==> config.mk <==
export PLATFORM = sky130hd
export DESIGN_NAME = div_iter_flat
export DESIGN_NICKNAME = d
export VERILOG_FILES = /design/src/rtl/div_iter_if.sv /design/src/rtl/div_iter.sv /design/src/flat_wrapper.sv
export SDC_FILE = /design/constraint.sdc
export NUM_CORES = 1
export LEC_CHECK = 0
export CELL_PAD_IN_SITES_DETAIL_PLACEMENT = 0
export CELL_PAD_IN_SITES_GLOBAL_PLACEMENT = 1
export CORE_MARGIN = 2
export CORE_UTILIZATION = 43
export CTS_CLUSTER_SIZE = 30
export DETAILED_ROUTE_END_ITERATION = 16
export PLACE_DENSITY_LB_ADDON = 0.1
export SYNTH_ARGS = -nofsm -noshare
export SYNTH_HDL_FRONTEND = slang
export SYNTH_SLANG_ARGS = --single-unit
==> constraint.sdc <==
create_clock -name clk -period 4.4 [get_ports clk]
set_clock_uncertainty 0.05 [all_clocks]
set_input_delay 0.44 -clock clk [delete_from_list [all_inputs] [get_ports clk]]
set_output_delay 0.44 -clock clk [all_outputs]
set_load 0.05 [all_outputs]
==> src/rtl/div_iter_if.sv <==
// div_iter_if
// Bundles the divider request/result signals so the requester and the divider
// share one port.
//   master : drives start, signed_mode, dividend and divisor; observes the results
//   slave  : the divider side; drives busy, done, quotient, remainder and div_by_zero
// WIDTH is the operand/result width and must match the divider's WIDTH.
interface div_iter_if #(
  parameter int WIDTH = 32
);
  logic             start;
  logic             signed_mode;
  logic [WIDTH-1:0] dividend;
  logic [WIDTH-1:0] divisor;
  logic             busy;
  logic             done;
  logic [WIDTH-1:0] quotient;
  logic [WIDTH-1:0] remainder;
  logic             div_by_zero;

  modport master (
    output start, signed_mode, dividend, divisor,
    input  busy, done, quotient, remainder, div_by_zero
  );

  modport slave (
    input  start, signed_mode, dividend, divisor,
    output busy, done, quotient, remainder, div_by_zero
  );
endinterface

==> src/rtl/div_iter.sv <==
// div_iter
// Iterative restoring divider. It handles signed and unsigned operands and
// produces one quotient bit per clock.
//   clk   : single clock; all state changes happen on the rising edge
//   rst_n : synchronous, active-low reset
//   bus   : div_iter_if slave modport
//             start/signed_mode/dividend/divisor : request, sampled on acceptance
//             busy        : high while a division is in progress
//             done        : one-cycle pulse when the results are valid
//             quotient    : registered result
//             remainder   : registered result
//             div_by_zero : registered flag, set when the divisor was zero
// A division takes WIDTH iteration cycles followed by one cycle that fixes the
// signs. Done is therefore raised WIDTH+1 edges after the edge that accepted start.
module div_iter #(
  parameter int WIDTH = 32
) (
  input logic       clk,
  input logic       rst_n,
  div_iter_if.slave bus
);

  localparam int CW = $clog2(WIDTH + 1);

  typedef enum logic [1:0] {IDLE, CALC, DONE} state_t;

  state_t           state_q;
  logic [CW-1:0]    count_q;
  logic [WIDTH:0]   rem_q;
  logic [WIDTH-1:0] quo_q;
  logic [WIDTH-1:0] divisor_q;
  logic [WIDTH-1:0] dividend_q;
  logic             negQ_q;
  logic             negR_q;
  logic             divZero_q;
  logic             busy_q;
  logic             done_q;
  logic             dz_q;
  logic [WIDTH-1:0] quotient_q;
  logic [WIDTH-1:0] remainder_q;

  logic             aNeg;
  logic             bNeg;
  logic [WIDTH-1:0] aMag;
  logic [WIDTH-1:0] bMag;
  logic [WIDTH:0]   shifted;
  logic             fits;
  logic [WIDTH:0]   rem_d;
  logic [WIDTH-1:0] quo_d;

  // Compute the operand magnitudes at acceptance. When the operand is the most
  // negative value, its negation wraps back onto itself. Read as unsigned, that
  // pattern is still the correct magnitude.
  always_comb begin
    aNeg = bus.signed_mode & bus.dividend[WIDTH-1];
    bNeg = bus.signed_mode & bus.divisor[WIDTH-1];
    aMag = aNeg ? -bus.dividend : bus.dividend;
    bMag = bNeg ? -bus.divisor : bus.divisor;
  end

  // One restoring step. The quotient register starts out holding the dividend,
  // and the dividend bits shift out of its MSB into the partial remainder.
  // The remainder is WIDTH+1 bits wide, so the shifted value always fits even
  // when the divisor has its MSB set.
  always_comb begin
    shifted = {rem_q[WIDTH-1:0], quo_q[WIDTH-1]};
    fits    = shifted >= {1'b0, divisor_q};
    rem_d   = fits ? (shifted - {1'b0, divisor_q}) : shifted;
    quo_d   = {quo_q[WIDTH-2:0], fits};
  end

  always_ff @(posedge clk) begin
    if (!rst_n) begin
      state_q     <= IDLE;
      count_q     <= '0;
      rem_q       <= '0;
      quo_q       <= '0;
      divisor_q   <= '0;
      dividend_q  <= '0;
      negQ_q      <= 1'b0;
      negR_q      <= 1'b0;
      divZero_q   <= 1'b0;
      busy_q      <= 1'b0;
      done_q      <= 1'b0;
      dz_q        <= 1'b0;
      quotient_q  <= '0;
      remainder_q <= '0;
    end else begin
      case (state_q)
        IDLE, DONE: begin
          done_q <= 1'b0;
          if (bus.start) begin
            state_q    <= CALC;
            busy_q     <= 1'b1;
            count_q    <= '0;
            rem_q      <= '0;
            quo_q      <= aMag;
            divisor_q  <= bMag;
            dividend_q <= bus.dividend;
            negQ_q     <= aNeg ^ bNeg;
            negR_q     <= aNeg;
            divZero_q  <= (bus.divisor == '0);
          end else begin
            state_q <= IDLE;
          end
        end
        CALC: begin
          if (count_q == CW'(WIDTH)) begin
            // This is the sign-fixup cycle. A zero divisor bypasses the
            // iteration result and returns the raw dividend as the remainder.
            state_q <= DONE;
            busy_q  <= 1'b0;
            done_q  <= 1'b1;
            dz_q    <= divZero_q;
            if (divZero_q) begin
              quotient_q  <= '1;
              remainder_q <= dividend_q;
            end else begin
              quotient_q  <= negQ_q ? -quo_q : quo_q;
              remainder_q <= negR_q ? -rem_q[WIDTH-1:0] : rem_q[WIDTH-1:0];
            end
          end else begin
            rem_q   <= rem_d;
            quo_q   <= quo_d;
            count_q <= count_q + CW'(1);
          end
        end
        default: begin
          state_q <= IDLE;
          busy_q  <= 1'b0;
          done_q  <= 1'b0;
        end
      endcase
    end
  end

  assign bus.busy        = busy_q;
  assign bus.done        = done_q;
  assign bus.quotient    = quotient_q;
  assign bus.remainder   = remainder_q;
  assign bus.div_by_zero = dz_q;

endmodule

==> src/flat_wrapper.sv <==
// flat-port wrapper written by rule: the top's interface ports become plain ports
module div_iter_flat 
#(
  parameter int WIDTH = 32
)
  (clk, rst_n, bus_start, bus_signed_mode, bus_dividend, bus_divisor, bus_busy, bus_done, bus_quotient, bus_remainder, bus_div_by_zero);
  div_iter_if #(.WIDTH(WIDTH)) bus_i ();
  input logic clk;
  input logic rst_n;
  input wire logic [$bits(bus_i.start)-1:0] bus_start;
  input wire logic [$bits(bus_i.signed_mode)-1:0] bus_signed_mode;
  input wire logic [$bits(bus_i.dividend)-1:0] bus_dividend;
  input wire logic [$bits(bus_i.divisor)-1:0] bus_divisor;
  output wire logic [$bits(bus_i.busy)-1:0] bus_busy;
  output wire logic [$bits(bus_i.done)-1:0] bus_done;
  output wire logic [$bits(bus_i.quotient)-1:0] bus_quotient;
  output wire logic [$bits(bus_i.remainder)-1:0] bus_remainder;
  output wire logic [$bits(bus_i.div_by_zero)-1:0] bus_div_by_zero;
  assign bus_i.start = bus_start;
  assign bus_i.signed_mode = bus_signed_mode;
  assign bus_i.dividend = bus_dividend;
  assign bus_i.divisor = bus_divisor;
  assign bus_busy = bus_i.busy;
  assign bus_done = bus_i.done;
  assign bus_quotient = bus_i.quotient;
  assign bus_remainder = bus_i.remainder;
  assign bus_div_by_zero = bus_i.div_by_zero;
  div_iter #(.WIDTH(WIDTH)) u_core (.clk(clk), .rst_n(rst_n), .bus(bus_i));
endmodule
* Word-level counts from Yosys, hierarchy flattened
Index checks and enable logic that the tools add are counted.
Word-level totals: register bits after elaboration 206, bits in latches 0, memory bits (writable) 0, ROM bits 0, input port bits 68, word-level logic and storage cells 61, memories 0
Cells by class: add/subtract/negate cells 6, multipliers 0, div/mod/pow operators 0, order comparisons 1, equal/unequal tests 6, shift-type cells 0, muxes and demuxes 22, bitwise gates (word level) 3, reductions and logical operators 9
Operators with widths (number):
- 32-bit two-way mux | 11
- 32-bit negator | 4
- 32-bit case mux with 2 select lines | 2
- 33-bit by 32-bit >= comparator with 1-bit output | 1
- 32-bit logical NOT | 1
- 32-bit subtractor | 1
- 6-bit two-way mux | 2
- 6-bit case mux with 2 select lines | 1
- 2-bit AND reduction | 4
- 6-bit by 1-bit adder with 6-bit output, second input constant | 1
- 6-bit == test, second input constant | 1
- 2-bit != test, second input constant | 2
- 2-bit case mux with 2 select lines | 1
- 1-bit two-way mux | 3
- 3-bit AND reduction | 1
- 1-bit bitwise AND | 2
- 2-bit by 1-bit == test with 1-bit output, second input constant | 1
- 2-bit == test, second input constant | 1
- 2-bit logical NOT | 1
- 2-bit two-way mux | 1
- 2-bit by 1-bit != test with 1-bit output, second input constant | 1
- 1-bit case mux with 2 select lines | 1
- 2-bit nonzero test | 1
- 2-bit OR reduction | 1
- 1-bit XOR | 1

* Logic depth before layout (Yosys ltp)
Gate-level depths: netlist of the first run.
depth in word-level cells 4, mapped depth 13, mapped depth without buffers 13

* Worst setup path after synthesis of the first run
OpenSTA, ideal clock, no wires.
kind register to register, start reg u_core.quo_q[6], end reg u_core.quotient_q[26] (netlist: u_core.bus.quotient[26]), setup time 118 ps, data arrival time 2880 ps, required time 4232 ps, slack 1352 ps, cell stages (with the launch flop) 10, path buffers 0, cell sequence dfxtp_1 > or4_4 > or4_4 > or3_4 > or4_4 > or3_4 > o21ai_2 > xnor2_1 > nor3_1 > nor2_1
Between the ends: word-level cells in the longest chain between the ends 3
RTL lines:
- start: declaration | RTL line div_iter.sv:30 | logic [WIDTH-1:0] quo_q;
- start signal: assignment | RTL line div_iter.sv:97 | quo_q <= aMag;
- start signal: assignment | RTL line div_iter.sv:124 | quo_q <= quo_d;
- 32-bit negator | RTL line div_iter.sv:119 | quotient_q <= negQ_q ? -quo_q : quo_q;
- 32-bit two-way mux | RTL line div_iter.sv:119
- 32-bit two-way mux | RTL line div_iter.sv:115 | if (divZero_q) begin
- end signal: assignment | RTL line div_iter.sv:119
- end: declaration | RTL line div_iter.sv:39 | logic [WIDTH-1:0] quotient_q;
Every way passes these cells. A chain may end at the register's enable or synchronous reset.

* Worst setup path after layout of the first run
start reg u_core.quo_q[6], end reg u_core.quotient_q[31] (netlist: u_core.bus.quotient[31])
Same word-level chain as after synthesis.

==> results of run 1 <==
layer usage:
metal  share of wire [%]  up-vias  track usage [%]  routed length [µm]
met5                   0        -                0                   0
met4                 1.7        0             4.48                 578
met3                 4.0       45             2.50                1390
met2                  46      222             37.4               15900
met1                  49     5337             32.0               17100
li1                    -     5748                -                   -
cell families after synthesis:
| kind of cell | share of synthesized area (%) |
|---|---|
| simple gates | 20.4 |
| compound gates | 25.5 |
| flops | 33.3 |
| buf+inv | 5.00 |
| xor+xnor | 9.97 |
| fa+ha+maj | 4.00 |
| mux | 1.86 |
worst register-to-register path, stage by stage, from the launching register on:
cell and delay, ns:
dfxtp_1 0.37, or4_4 0.58, or4_4 0.45, nor3_1 0.25
nand2_1 0.15, or3_1 0.44, o31ai_1 0.50, xnor2_1 0.24
nor3_1 0.17, nor2_1 0.06
path summary, 6_finish.rpt:
kind                               from                      end  slack (ns)
setup / recovery        u_core.quo_q[6]  u_core.bus.quotient[31]        1.02
hold / removal    u_core.dividend_q[26]    u_core.dividend_q[26]        0.41
setup reg to reg        u_core.quo_q[6]  u_core.bus.quotient[31]        1.02
hold reg to reg   u_core.dividend_q[26]    u_core.dividend_q[26]        0.41
power by group:
| group | internal (W) | total [W] | switching [W] | leakage (nW) |
|---|---|---|---|---|
| Clock | 0.00127 | 0.00212 | 0.000848 | 0.420 |
| Sequential | 0.00195 | 0.00202 | 0.0000769 | 1.68 |
| Combinational | 0.000341 | 0.000805 | 0.000463 | 3.76 |
| Total | 0.00356 | 0.00495 | 0.00139 | 5.86 |
flip-flops by register name (all words and copies together) (netlist names):
name	count
u_core.dividend_q	32
u_core.negQ_q	1
u_core.divisor_q	32
u_core.divZero_q	1
u_core.bus.quotient	32
u_core.rem_q	32
u_core.bus.busy	1
u_core.bus.done	1
u_core.bus.div_by_zero	1
u_core.count_q	6
u_core.negR_q	1
u_core.state_q	2
u_core.quo_q	32
u_core.bus.remainder	32
cells in the final DEF, fill, tap and decap left out, types with 7 or more instances in the layout:
cell type        Yosys  layout
nand2_1            273     273
dfxtp_1            206     205
nand3_1             20      20
nor2_1              79      77
xnor2_1             66      66
nor3_1              36      36
nand4_1             10      10
o21ai_0            133     133
nor3b_1             10      10
clkbuf_16            0      26
and3_1               8       8
clkbuf_1            97       7
o211ai_1            24      24
xor2_1              75      75
clkdlybuf4s50_1      0     133
a211oi_1            13      13
nor2b_1             22      21
a31oi_1              7       7
and2_1               8       8
mux2i_1             23      23
o41ai_1             13      13
a21oi_1             84      84
o211a_1             37      37
ha_1                38      38
or4_1               11      11
buf_4                0      16
a21boi_0            67      67
nor4_1              14      14
o31ai_1             25      25
inv_1               58      58
a32oi_1             11      11
a21o_1              14      14
nand2b_1            11      10
or3_1               22      22
stage by stage:
| step | area (µm²) | total power [W] | util (%) |
|---|---|---|---|
| detailed placement | 14000 | 0.00287 | 48.9 |
| CTS | 14800 | 0.00500 | 51.9 |
| floorplan | 12400 | 0.00261 | - |
| finish | 14800 | 0.00495 | 51.9 |
| global placement | 14000 | 0.00286 | 48.9 |
| global route | 14800 | 0.00518 | 51.9 |
cell type report:
class	instances	area [µm²]
clock buffer	37	732
clock inverter	10	115
fill	2873	13700
inverter	58	218
multi-input combinational	1217	7660
sequential	206	4130
tap	384	480
timing repair buffer	150	1470
==> results.md, run 1 <==
* Outcome: completed
* Placed Cells at 2015
* Sequential element share of the synthesized area at 33.3%
* Worst vdd ir at 0.000309 V
* FP Rows at 62
* Synthesized netlist net count at 1692
* Hold Path Cell Cnt at 2
* GRT Overall Usage at 22.6%
* Crit path DAT at 3.77 ns
* Mapped cell area at 0.0124 mm²
* Slowest CP cell: or4_4
* Post-CTS Hold Buffers at 0
* Worst skew pair latency at 0.55 ns
* Fraction of layout cells with a size suffix above 1 at 4.95%
* Non-filler cells, final at 2062
* WP depth at 9
* Fin crit share at 76.9%
* Vias in the first global route at 10.5k
* Post-cts resize count at 0
* CP Capture Type: flop
* Worst slew pin tran at 1.16 ns
* Worst slack, placed at 0.860 ns
* R2r worst-path depth at 9
* Antenna-violating nets left at 0
* Slew Limit Fails at 0
* Top_reg_cell synth: dfxtp_1
* Cell Chain, Critical Path: or4_4, or4_4, nor3_1, nand2_1, or3_1, o31ai_1, xnor2_1, nor3_1, nor2_1
* Clk root buf: clkbuf_16
* Top-area cell type share of the netlist area at 33.3%
* CTS tree: yes
* Die area at 0.0302 mm²
* Buf+Inv Stages, Crit Path at 0
* Nets at 1766
* CP Class: flop to flop
* Htree depth at 1
* Grt total ovfl at 0
* Worst Hold Slack at 0.412 ns
* Total vias in the final route at 11.4k
* Largest net degree at the start of global routing at 101
* Worst path max stage delay at 0.58 ns
* DR iter-0 viols at 871
* CP top delay family: simple AND/OR/NAND/NOR gates
* Top-count cell post-synth: nand2_1
* Setup violators final at 0
* # DRC at 0
* Antenna violations before repair at 0
* Hpwl dp at 25500 µm
* Final min period at 3.38 ns
* Top post-synthesis cells by count: nand2_1 (273), dfxtp_1 (206), o21ai_0 (133)
* Final WS setup at 1.02 ns
* Number of synthesized flops with an enable pin at 0
* CTS Sinks at 206
* Post-Syn Instances at 1585
* Syn_area_per_cell at 7.81 µm²
* CTS Buf Count at 26
* # IOs at 135
* Port bufs at 134
* Die Wd at 174 µm
* Pwr dens at 334 mW/mm²
* Initial core utilization at 43.4%
* Ys Warns at 0
* Async S/R FF share, synth at 0%
* CTS clk-pin slew, worst paths at 0.06 ns
* Die H at 174 µm
* Final Wtd Congestion at 0.879
* Max-cap violations at 0
* Hold Violations, Final at 0
* Post-CTS setup buffer count at 0
* Required time worst endpoint at 4.78 ns
* ANT cells at 0
* Avg WL per Cell at 17.0 µm
* Max Buffers Root-to-Sink at 3
* Cell leakage power at 5.86 nW
* Synth area leaders: dfxtp_1 (33%), nand2_1 (8.3%), o21ai_0 (5.4%)
* Wire length of the first global-routing pass at 56500 µm
* Yosys cell types at 64
* Crit Path Max Fanout at 7
* RSZ-0062 raised after global routing: false
* Drt via density at 5.51
* WL final at 35000 µm
* Worst rel slew slack at 22.5%
* Setup TNS Final at 0 ns
* CP Launch Type: flop
* Core ar. at 0.0285 mm²
* Maximum clock frequency at 0.296 GHz
* Post-synth top area cell: dfxtp_1
* Flops & latches, synth at 206
* Worst Hold Class: flop to flop
* First-pass DRT Iterations at 7
* Area grow syn2layout at 19.6%
(Power assumes the default switching activity.)
==> run 2: changes to the inputs <==
Clock period 4.4 ns to 3.2 ns, I/O delays scaled along.
==> results.md, run 2 (same netlist as run 1, synthesis figures left out) <==
* Max Buffers Root-to-Sink at 3 (unchanged)
* CTS Sinks at 206 (unchanged)
* Worst skew pair latency at 0.53 ns (-0.02 ns)
* Worst rel slew slack at 34.0% (+12 points)
* RSZ-0062 raised after global routing: true
* Slew Limit Fails at 0 (unchanged)
* Most numerous cell on the critical path: or4_4
* Sequential cell area at 0.00413 mm² (unchanged)
* Slowest CP cell: or4_4
* WL final at 35900 µm (+2.6%)
* Final WS setup at 0.0520 ns (-0.965 ns)
* Setup violators final at 0 (unchanged)
* Crit path DAT at 3.52 ns (-0.25 ns)
* DR iter-0 viols at 696 (-20%)
* Wire length of the first global-routing pass at 57700 µm (+2.2%)
* CTS clk-pin slew, worst paths at 0.06 ns (about the same)
* First-pass DRT Iterations at 5 (-2)
* Required time worst endpoint at 3.57 ns (-1.21 ns)
* Area grow syn2layout at 25.0%
* Avg WL per Cell at 16.9 µm (-0.56%)
* CTS tree: yes
* Pwr dens at 471 mW/mm² (+41%)
* Multi-input gate area at 0.00768 mm² (+0.23%)
* # DRC at 0 (unchanged)
* Initial core utilization at 43.4% (unchanged)
* Commonest non-fill, non-tap cell in the layout: nand2_1
* Cell Chain, Critical Path: or4_4, or4_4, or3_4, or4_4, or3_4, o21ai_2, xnor2_1, nor3_1, nor2_1
* CP Capture Type: flop
* Drt via density at 5.41 (-1.7%)
* Total vias in the final route at 11.5k (+1.4%)
* Outcome: completed
* Max-cap violations at 0 (unchanged)
* Met2 routed WL at 16600 µm (+4.1%)
* Worst path max stage delay at 0.54 ns (-0.04 ns)
* Filler instances at 2837 (-1.3%)
* Fraction of layout cells with a size suffix above 1 at 9.01% (+4.1 points)
* GRT Overall Usage at 23.2% (+0.59 points)
* Maximum clock frequency at 0.318 GHz (+7.5%)
* Worst vdd ir at 0.000382 V (+23%)
* Buf+Inv Stages, Crit Path at 0 (unchanged)
* CTS Buf Count at 26 (unchanged)
* Met1 WL at 17300 µm (+1.3%)
* FP Rows at 62 (unchanged)
* Placed Area at 0.0145 mm² (+3.5%)
* Uppermost layer routed: met4
* Port bufs at 134 (unchanged)
* Core ar. at 0.0285 mm² (unchanged)
* Die area at 0.0302 mm² (unchanged)
* Antenna violations before repair at 0 (unchanged)
* Worst Hold Slack at 0.0517 ns (-0.361 ns)
* Grt total ovfl at 0 (unchanged)
* Final Wtd Congestion at 0.891 (+1.4%)
* Antenna-violating nets left at 0 (unchanged)
* Clk root buf: clkbuf_16
* Hpwl dp at 26000 µm (+1.9%)
* Htree depth at 1 (unchanged)
* Largest net degree at the start of global routing at 169 (+67%)
* Worst Hold Class: input pin to flop
* Die H at 174 µm (unchanged)
* CP top delay family: simple AND/OR/NAND/NOR gates
* ANT cells at 0 (unchanged)
* CP Class: flop to flop
* Met3 wire len at 1510 µm (+8.4%)
* # IOs at 135 (unchanged)
* Worst slack, placed at -0.0548 ns (-0.915 ns)
* Nets at 1830 (+3.6%)
* Die Wd at 174 µm (unchanged)
* Cell leakage power at 6.25 nW (+6.7%)
* Fin crit share at 98.4% (+21 points)
* Most frequent cells in the layout: nand2_1 (273), dfxtp_1 (205), clkdlybuf4s50_1 (133), o21ai_0 (132), a21oi_1 (83)
* Crit Path Max Fanout at 4 (-3)
* Final min period at 3.15 ns (-0.235 ns)
* Hold Violations, Final at 0 (unchanged)
* Vias in the first global route at 10.8k (+2.6%)
* Worst slew pin tran at 0.989 ns (-0.173 ns)
* Post-Layout Inst Area at 0.0155 mm² (+4.5%)
* CP Launch Type: flop
[run 2: cell count changes in the layout (fill, tap and decap cells not counted), moves of 2 or more]
cell,change
ha_2,+2
buf_4,+61
ha_1,-2
bufinv_16,+4
buf_12,+3
clkbuf_1,-4
clkbuf_8,+2
[run 2: layout make-up]
type                            instances  share of cell area, %
Sequential cell                       206                   26.7
Timing Repair Buffer                  214                   12.9
Clock buffer                           36                   4.97
Inverter                               58                   1.41
Multi-Input combinational cell       1217                   49.6
Clock inverter                         12                   1.37
Tap cell                              384                   3.10
[run 2: worst paths after layout]
kind,slack (ns),end,cells past startpoint,startpoint
min reg2reg,0.41,u_core.bus.remainder[16],2,u_core.bus.remainder[16]
min,0.05,u_core.negQ_q,2,rst_n
max,0.05,u_core.bus.quotient[30],9,u_core.quo_q[6]
max reg2reg,0.05,u_core.bus.quotient[30],9,u_core.quo_q[6]
[run 2: power by group]
group	total, W	switching, W	internal [W]
Clock	0.00332	0.00116	0.00215
Combinational	0.00119	0.000665	0.000528
Sequential	0.00278	0.0000998	0.00268
Total	0.00729	0.00193	0.00536
[run 2: timing repair]
item	in CTS	in global routing
gates resized for setup	0	6
hold buffers	0	0
buffers inserted	0	3
setup endpoints to repair	0	33
[run 2: worst reg2reg max path: cells and delay by family, from the launching register on]
family          cells  cell delay (ns)
simple gates        7             2.44
compound gates      1             0.16
flops               1             0.31
xor+xnor            1             0.07
[run 2: metrics by stage]
| stage | cells | utilization, % | setup TNS [ns] | power (W) |
|---|---|---|---|---|
| floorplan | 1585 | - | 0 | 0.00359 |
| global placement | 2076 | 50.6 | -0.0661 | 0.00399 |
| detailed placement | 2076 | 50.6 | -0.0633 | 0.00400 |
| CTS | 2124 | 54.1 | 0 | 0.00734 |
| global route | 2127 | 54.2 | -0.0453 | 0.00761 |
| finish | 2127 | 54.2 | 0 | 0.00729 |
[run 2: per-layer routing]
layer	global-route usage [%]	vias to the layer above
li1	-	5875
met5	0	-
met3	2.68	35
met1	32.4	5370
met4	4.24	0
met2	38.9	236
==> run 3: changes to the inputs <==
Settings changed: CORE_UTILIZATION 43 to 48, DONT_BUFFER_PORTS from default to 1.
==> results.md, run 3 (same netlist as run 1, synthesis figures left out) <==
* Outcome: completed
* Drt via density at 5.69 (+5.2%)
* Final Wtd Congestion at 0.900 (+1.0%)
* Buf+Inv Stages, Crit Path at 0 (unchanged)
* Total vias in the final route at 11.3k (-1.8%)
* Worst skew pair latency at 0.54 ns (about the same)
* Grt total ovfl at 0 (unchanged)
* Setup violators final at 0 (unchanged)
* Worst flop-to-flop path endpoint: u_core.bus.quotient[26]
* Crit path from: u_core.quo_q[6]
* Required time worst endpoint at 3.59 ns (+0.02 ns)
* Area grow syn2layout at 16.6%
* Initial core utilization at 49.0% (+5.7 points)
* Crit path DAT at 3.54 ns (+0.02 ns)
* Crit Path Max Fanout at 4 (unchanged)
* Filler instances at 2405 (-15%)
* Worst rel slew slack at 39.8% (+5.8 points)
* Vias in the first global route at 10.7k (-0.94%)
* DR iter-0 viols at 751 (+7.9%)
* # DRC at 0 (unchanged)
* CP top delay family: simple AND/OR/NAND/NOR gates
* Die H at 165 µm (-5.2%)
* Hpwl dp at 25600 µm (-1.8%)
* Slowest CP cell: or4_4
* Most frequent cells in the layout: nand2_1 (273), dfxtp_1 (204), o21ai_0 (133), a21oi_1 (84), nor2_1 (77)
* Worst slew pin tran at 0.902 ns (-0.0872 ns)
* Worst setup path end: u_core.bus.quotient[26]
* Cell leakage power at 5.91 nW (-5.4%)
* Post-Layout Inst Area at 0.0144 mm² (-6.7%)
* FP Rows at 58 (-6.5%)
* Fraction of layout cells with a size suffix above 1 at 9.18% (+0.17 points)
* CTS clk-pin slew, worst paths at 0.06 ns (about the same)
* Die Wd at 165 µm (-5.2%)
* RSZ-0062 raised after global routing: true
* Worst vdd ir at 0.000395 V (+3.5%)
* GR Layer Usage met1 at 36.9% (+4.5 points)
* Cell Chain, Critical Path: or4_4, or4_4, or3_4, or4_4, or3_4, o21ai_2, xnor2_1, nor3_1, nor2_1
* Most Crowded Layer GR: met2
* CTS tree: yes
* Worst Hold Class: input pin to flop
* First-pass DRT Iterations at 5 (unchanged)
* Launching point of the worst reg2reg path: u_core.quo_q[6]
* Hold Violations, Final at 0 (unchanged)
* Avg WL per Cell at 18.1 µm (+7.4%)
* Setup TNS Final at 0 ns (unchanged)
* ANT cells at 0 (unchanged)
* Commonest non-fill, non-tap cell in the layout: nand2_1
* Clk root buf: clkbuf_16
* Grt met2 use at 43.5% (+4.6 points)
* Core ar. at 0.0253 mm² (-12%)
* Worst path max stage delay at 0.52 ns (-0.02 ns)
* Reg-to-reg slack, setup at 0.04 ns (about the same)
* Largest net degree at the start of global routing at 172 (+1.8%)
* Most numerous cell on the critical path: or4_4
* GRT Overall Usage at 26.6% (+3.4 points)
* GRT met3 Usage at 4.32% (+1.6 points)
* Wire length of the first global-routing pass at 57700 µm (about the same)
* R2r worst-path depth at 9 (unchanged)
* CP Class: flop to flop
* Antenna-violating nets left at 0 (unchanged)
* Port bufs at 0 (-100%)
* Max Buffers Root-to-Sink at 3 (unchanged)
* # IOs at 135 (unchanged)
* Placed Area at 0.0130 mm² (-9.8%)
* CTS Buf Count at 26 (unchanged)
* CP Capture Type: flop
* Die area at 0.0271 mm² (-10%)
* Max-cap violations at 0 (unchanged)
* Nets at 1744 (-4.7%)
* Slew Limit Fails at 0 (unchanged)
* Final Power at 0.00674 W (-7.5%)
* WP depth at 9 (unchanged)
* Final min period at 3.16 ns (+0.00970 ns)
* Htree depth at 1 (unchanged)
* CTS Sinks at 206 (unchanged)
* Pwr dens at 467 mW/mm² (-0.79%)
* CP Launch Type: flop
* WL final at 36000 µm (+0.27%)
* Fin crit share at 98.7% (+0.30 points)
* Antenna violations before repair at 0 (unchanged)
* Maximum clock frequency at 0.317 GHz (-0.31%)
==> run 3: cell count changes in the layout (fill, tap and decap cells not counted), moves of 3 or more <==
cell             change
buf_4                -4
bufinv_16            -5
clkdlybuf4s50_1    -133
clkinv_2             +3
dlygate4sd3_1       +50
==> run 3: how the worst min path moves through the flow <==
stage	from	cells after the start	slack [ns]	end
2_1_floorplan	u_core.divisor_q[31]	2	0.39	u_core.divisor_q[31]
3_3_place_gp	u_core.dividend_q[28]	2	0.40	u_core.dividend_q[28]
3_5_place_dp	u_core.dividend_q[24]	2	0.41	u_core.dividend_q[24]
4_1_cts	bus_divisor[15]	2	0.002	u_core.divisor_q[15]
5_1_grt	bus_divisor[2]	2	0.003	u_core.divisor_q[2]
6_report	bus_divisor[28]	2	0.02	u_core.divisor_q[28]
==> run 3: power by group <==
group / internal, W / switching [W] / leakage [nW] / total (W)
Combinational: 0.000492 / 0.000627 / 3.82 / 0.00112
Clock: 0.00169 / 0.00116 / 0.417 / 0.00285
Sequential: 0.00268 / 0.0000941 / 1.68 / 0.00277
Total: 0.00486 / 0.00188 / 5.91 / 0.00674
==> run 3: repair_timing <==
item | 4_1_cts | 5_1_grt
resized for setup | 0 | 4
hold buffers | 51 | 0
endpoints found under the hold margin | 172 | 0
endpoints found under the setup margin | 0 | 11
setup buffers | 0 | 2
==> run 3: metrics by stage <==
step,cells,setup slack (ns),hold WS (ns),utilization [%]
2_1_floorplan,1585,0.152,0.391,-
3_3_place_gp,1886,0.0940,0.400,51.6
3_5_place_dp,1886,0.0809,0.407,51.6
4_1_cts,1984,0.0622,0.00227,57.0
5_1_grt,1986,-0.0420,0.00329,57.1
6_report,1986,0.0423,0.0184,57.1
==> run 3: layout make-up <==
class	count	area, µm²	area share (%)
Tap cell	330	413	2.86
Sequential cell	206	4130	28.6
Clock inverter	13	110	0.763
Timing Repair Buffer	128	1160	8.01
Clock buffer	34	731	5.06
Inverter	58	218	1.51
Multi-Input combinational cell	1217	7680	53.2
==> run 3: routing by layer <==
metal | vias up | part of all wire [%]
met5 | - | 0
met4 | 0 | 1.9
met3 | 52 | 5.4
met2 | 272 | 45
met1 | 5282 | 48
li1 | 5701 | -
